**config.mk**
```make
export PLATFORM = sky130hd
export DESIGN_NAME = rf_wb_arbiter
export DESIGN_NICKNAME = d
export VERILOG_FILES = /design/src/rtl/rf_wb_arbiter.sv
export SDC_FILE = /design/constraint.sdc
export NUM_CORES = 1
export LEC_CHECK = 0
export CORE_UTILIZATION = 40
export CTS_BUF_LIST = sky130_fd_sc_hd__clkbuf_2
export CTS_CLUSTER_DIAMETER = 50
export DETAILED_ROUTE_END_ITERATION = 16
export SYNTH_ARGS = -nofsm -noshare
export SYNTH_HDL_FRONTEND = slang
export SYNTH_SLANG_ARGS = --single-unit
```
**constraint.sdc**
```tcl
create_clock -name clk -period 8.3 [get_ports clk]
set_clock_uncertainty 0.15 [all_clocks]
set_input_delay 2.49 -clock clk [delete_from_list [all_inputs] [get_ports clk]]
set_output_delay 2.49 -clock clk [all_outputs]
set_load 0.005 [all_outputs]
```
**src/rtl/rf_wb_arbiter.sv**
```systemverilog
// rf_wb_arbiter: round-robin write-back arbiter, ALU and load FIFOs.
// Optional same-edge bypass into an idle write port: RF_WB_BYPASS_EN.
module rf_wb_arbiter #(
    parameter int WAD   = 5,
    parameter int WD    = 32,
    parameter int DEPTH = 2
) (
    input  logic                clk,
    input  logic                rst_n,
    input  logic                alu_valid,
    output logic                alu_ready,
    input  logic [WAD-1:0]      alu_rd,
    input  logic [WD-1:0]       alu_data,
    input  logic                mem_valid,
    output logic                mem_ready,
    input  logic [WAD-1:0]      mem_rd,
    input  logic [WD-1:0]       mem_data,
    output logic                RegWrite,
    output logic [WAD-1:0]      AdIn,
    output logic [WD-1:0]       DIn,
    output logic [2**WAD-1:0]   pend,
    output logic                idle
);
    localparam int PW = $clog2(DEPTH);
    localparam int CW = PW + 1;
    localparam logic SRC_ALU = 1'b0;
    localparam logic SRC_MEM = 1'b1;

    logic [1:0]     in_valid;
    logic [WAD-1:0] in_rd   [2];
    logic [WD-1:0]  in_data [2];
    logic [WAD-1:0] q_rd    [2][DEPTH];
    logic [WD-1:0]  q_data  [2][DEPTH];
    logic [PW-1:0]  wp      [2];
    logic [PW-1:0]  rp      [2];
    logic [CW-1:0]  cnt     [2];
    logic [1:0]     rdy, hs, ne, push, pop;
    logic           last_grant;
    logic           win, sel, from_q;
    logic [WAD-1:0] win_rd;
    logic [WD-1:0]  win_data;
    logic [PW-1:0]  off;
`ifdef RF_WB_BYPASS_EN
    logic [1:0]     byp;
`endif

    assign in_valid   = {mem_valid, alu_valid};
    assign in_rd[0]   = alu_rd;
    assign in_rd[1]   = mem_rd;
    assign in_data[0] = alu_data;
    assign in_data[1] = mem_data;
    assign alu_ready  = rdy[0];
    assign mem_ready  = rdy[1];
    assign idle       = !ne[0] && !ne[1] && !RegWrite;

    always_comb begin
        for (int s = 0; s < 2; s++) begin
            rdy[s] = cnt[s] < CW'(DEPTH);
            hs[s]  = in_valid[s] && rdy[s];
            ne[s]  = cnt[s] != '0;
        end
    end

`ifdef RF_WB_BYPASS_EN
    assign byp = {hs[1] && mem_rd != '0, hs[0] && alu_rd != '0};
`endif

    // Queued heads always beat a bypass; bypass only when both FIFOs are empty.
    always_comb begin
        win    = 1'b0;
        sel    = SRC_ALU;
        from_q = 1'b0;
        unique case (1'b1)
            ne[0] && ne[1]: begin
                win = 1'b1; sel = ~last_grant; from_q = 1'b1;
            end
            ne[0] && !ne[1]: begin
                win = 1'b1; sel = SRC_ALU; from_q = 1'b1;
            end
            !ne[0] && ne[1]: begin
                win = 1'b1; sel = SRC_MEM; from_q = 1'b1;
            end
            default: begin
`ifdef RF_WB_BYPASS_EN
                if (byp[0] && byp[1]) begin
                    win = 1'b1; sel = ~last_grant;
                end else if (byp[0] || byp[1]) begin
                    win = 1'b1; sel = byp[1];
                end
`endif
            end
        endcase
    end

    assign win_rd   = from_q ? q_rd[sel][rp[sel]]   : in_rd[sel];
    assign win_data = from_q ? q_data[sel][rp[sel]] : in_data[sel];

    always_comb begin
        for (int s = 0; s < 2; s++) begin
            pop[s]  = win && from_q && (sel == s[0]);
            push[s] = hs[s] && (in_rd[s] != '0)
                      && !(win && !from_q && (sel == s[0]));
        end
    end

    always_ff @(posedge clk or negedge rst_n) begin
        if (!rst_n) begin
            for (int s = 0; s < 2; s++) begin
                wp[s]  <= '0;
                rp[s]  <= '0;
                cnt[s] <= '0;
            end
            last_grant <= SRC_MEM;
            RegWrite   <= 1'b0;
            AdIn       <= '0;
            DIn        <= '0;
        end else begin
            for (int s = 0; s < 2; s++) begin
                if (push[s]) wp[s] <= wp[s] + PW'(1);
                if (pop[s])  rp[s] <= rp[s] + PW'(1);
                if (push[s] && !pop[s])
                    cnt[s] <= cnt[s] + CW'(1);
                else if (pop[s] && !push[s])
                    cnt[s] <= cnt[s] - CW'(1);
            end
            RegWrite <= win;
            if (win) begin
                AdIn       <= win_rd;
                DIn        <= win_data;
                last_grant <= sel;
            end
        end
    end

    // Storage needs no reset: validity comes from the pointers and counts.
    always_ff @(posedge clk) begin
        for (int s = 0; s < 2; s++) begin
            if (push[s]) begin
                q_rd[s][wp[s]]   <= in_rd[s];
                q_data[s][wp[s]] <= in_data[s];
            end
        end
    end

    always_comb begin
        pend = '0;
        off  = '0;
        for (int s = 0; s < 2; s++) begin
            for (int i = 0; i < DEPTH; i++) begin
                off = PW'(i) - rp[s];
                if ({1'b0, off} < cnt[s]) pend[q_rd[s][i]] = 1'b1;
            end
        end
        if (RegWrite) pend[AdIn] = 1'b1;
        pend[0] = 1'b0;
    end
endmodule

```
==> out/metrics.cfg <==
[floorplan]
die-height_um = 151.4
initial_utilization_pct = 40.92
die-area_um2 = 22930
floorplan.die.width_um = 151.4
row_count = 54
core_footprint_um2 = 21820
floorplan.io_pins = 151

[pwr]
switching_share_pct = 39.90
overall_power_consumption_mw = 3.546
power_density_nw_per_um2 = 328.0
power.leakage_nw = 3.517
clockPowerShare_pct = 13.3
peakVddDrop_uv = 201.0
combinationalPowerShare_pct = 43.4
internal_power_mw = 2.131
netSwitchingPower_mw = 1.415
share_seq_of_total_power_pct = 43.3

[synthesis]
synth_warnings = 0
async_reset_ff_share_pct = 24.10
synthDistinctLibCells = 50
syn_area_per_cell_um2 = 13.02
synth_seq_cells = 195
netlist_area_um2 = 8930
gate_count_of_the_mapped_netlist = 686
postSynth.topFlopCell = edfxtp_1
synth_enable_flop_cells = 148
syn-num-nets = 766
yosysSeqAreaShare_pct = 62.95

[clocking]
numCtsBuffers = 17
cts_tree = yes
worst_skew_pair.late_latency_ns = 0.80
postCtsHoldBufs = 0
post-cts-setup-buffer-count = 0
cts_htree_levels = 4
quantity_of_gates_resized_following_cts = 0
root_buffer = clkbuf_2
cts.sink_count = 195
clk_slew_on_worst_s_h_paths_ns = 0.29
clockBufferDepth = 2

[setup_path]
worst_setup_path_start_kind = register
worstSetupPathType = reg2out
critPathRequiredTime_ns = 5.66
timing.critical_path.to_type = output pin
cp.arrival_ns = 3.30
worstPathMaxFanout = 8

[place]
place_congestion = 0.9025
placement.setup.worst_slack_ns = 3.241
dp.cells = 1062
dp_hpwl_um = 16470
placement.io_buffers = 149

[global_route]
via_count_of_the_first_global_routing_pass = 6212
grt_antenna_before_repair = 0
overflow = 0
globalRouteTotalUtil_pct = 21.36
grt_start_max_net_pins = 75
grt_first_pass_wirelength_um = 35900

[cells_and_area]
areaGrowthSynthToFinish_pct = 21.06
fin_cells = 1094
number_of_antenna_repair_diodes = 0
num-nets-final = 881
mostFrequentLayoutCells = clkdlybuf4s50_1, edfxtp_1, nor2b_1, a211oi_1, nand2_1
layout-drive-gt1-share_pct = 9.091

[status]
run_status = completed

[timing]
timing.final.max_slew_violations = 0
tightest_slew_ns = 1.200
shortest_period_the_worst_path_allows_ns = 5.940
grt_setup_unrepaired = no
summed_negative_setup_slack_over_all_endpoints_ns = 0
setup_violations = 0
layout_worst_path_cycle_share_pct = 71.57
worst_slack_ns = 2.360
report.final.hold_viol_count = 0
achievable-frequency_ghz = 0.1683
slew_margin_rel_pct = 19.84

[job]
drv.max_cap_violation_count = 0

[detailed_routing]
route.met3.wl_um = 1250
route.final.wire_length_um = 23640
detailedRoute.firstIterationViolations = 437
highest-signal-layer = met4
wire_per_inst_um = 21.61
drt_pre_antenna_iters = 5
post_drt_antenna_nets = 0
num_vias = 6284
viasPerCell = 5.744
drc = 0
wirelength_met1_um = 10720
sum_of_met2_wire_segment_lengths_after_detailed_routing_um = 11420

[worst_hold_path]
worst_hold_path_type = reg2reg

[sequential cells by signal, summed over array words and instances, names as in the netlist]
signal,cells
rp,2
q_rd,20
RegWrite,1
last_grant,1
wp,2
DIn,32
cnt,4
q_data,128
AdIn,5
[critical path, cell delays in order (launching register included)]
cell	delay, ns
dfrtp_1	0.54
nor2b_2	0.21
o211ai_1	0.69
o221ai_1	0.31
a221o_1	0.33
clkdlybuf4s50_1	0.45
[cells by family (layout without fill, tap and decap cells)]
| family | count (synthesis) | after routing | share of synthesized area [%] |
|---|---|---|---|
| other | 1 | 1 | 0.04199 |
| DFF | 195 | 195 | 62.95 |
| xor gates and xnor gates | 10 | 10 | 0.9808 |
| and+or+nand+nor | 222 | 222 | 14.54 |
| muxes | 12 | 12 | 1.401 |
| buffers and inverters | 63 | 191 | 3.349 |
| AOI/OAI and AO/OA | 181 | 181 | 16.45 |
| adders and majority gates | 2 | 2 | 0.2802 |
[layer usage]
metal | global-route usage, % | vias up
met4 | 4.700 | 0
met5 | 0 | -
met3 | 4.789 | 21
met2 | 34.75 | 234
li1 | - | 2922
met1 | 29.07 | 3107
[synthesized netlist by cell type, drive strengths merged, types with 9 or more instances]
library cell  number  area, um2
nor2b             76      485.5
edfxtp           148       4444
o21ai             12      60.06
nand4              9      56.30
o221ai            21      183.9
o31ai             33      267.8
nor2              13      48.80
buf               30      175.2
nand3             26      130.1
a211oi            66      515.5
clkbuf            29      108.9
and3b              9      78.83
nand2             45      168.9
dfrtp             46       1151
nor3b             11      92.58
a22oi             10      75.07
a221o             21      210.2
[layout make-up]
class / count / area, um2
clock buffer: 18 / 90.09
clock inverter: 14 / 158.9
fill: 1905 / 11010
inverter: 4 / 15.01
multi-input combinational: 428 / 3040
sequential: 195 / 5624
tap: 280 / 350.3
timing repair buffer: 155 / 1531
[power by group through the flow]
stage / Sequential, mW / Combinational, mW / Clock, mW
finish: 1.54 / 1.54 / 0.471
detailed placement: 1.56 / 1.56 / 0
global placement: 1.55 / 1.52 / 0
CTS: 1.54 / 1.56 / 0.486
floorplan: 1.46 / 1.01 / 0
global route: 1.57 / 1.69 / 0.522
[path summary, 6_finish.rpt]
| path | slack, ns | end | depth (start not counted) | start |
|---|---|---|---|---|
| min reg2reg | 0.37 | DIn[29] | 2 | DIn[29] |
| max | 2.36 | pend[19] | 5 | cnt[2] |
| min in group asynchronous | 1.59 | DIn[2] | 2 | rst_n |
| max reg2reg | 5.77 | cnt[1] | 6 | cnt[1] |
| max in group asynchronous | 5.86 | DIn[29] | 2 | rst_n |
| min | 0.37 | DIn[29] | 2 | DIn[29] |
[through the flow]
| step | cell area [um2] | utilization (%) | hold slack (ns) |
|---|---|---|---|
| floorplan | 8930 | - | 0.3055 |
| global placement | 10560 | 48.39 | 0.3132 |
| detailed placement | 10560 | 48.39 | 0.3199 |
| CTS | 10810 | 49.54 | 0.3726 |
| finish | 10810 | 49.54 | 0.3692 |
| global route | 10810 | 49.54 | 0.4046 |
No activity file was read; power rests on OpenSTA's default activity.
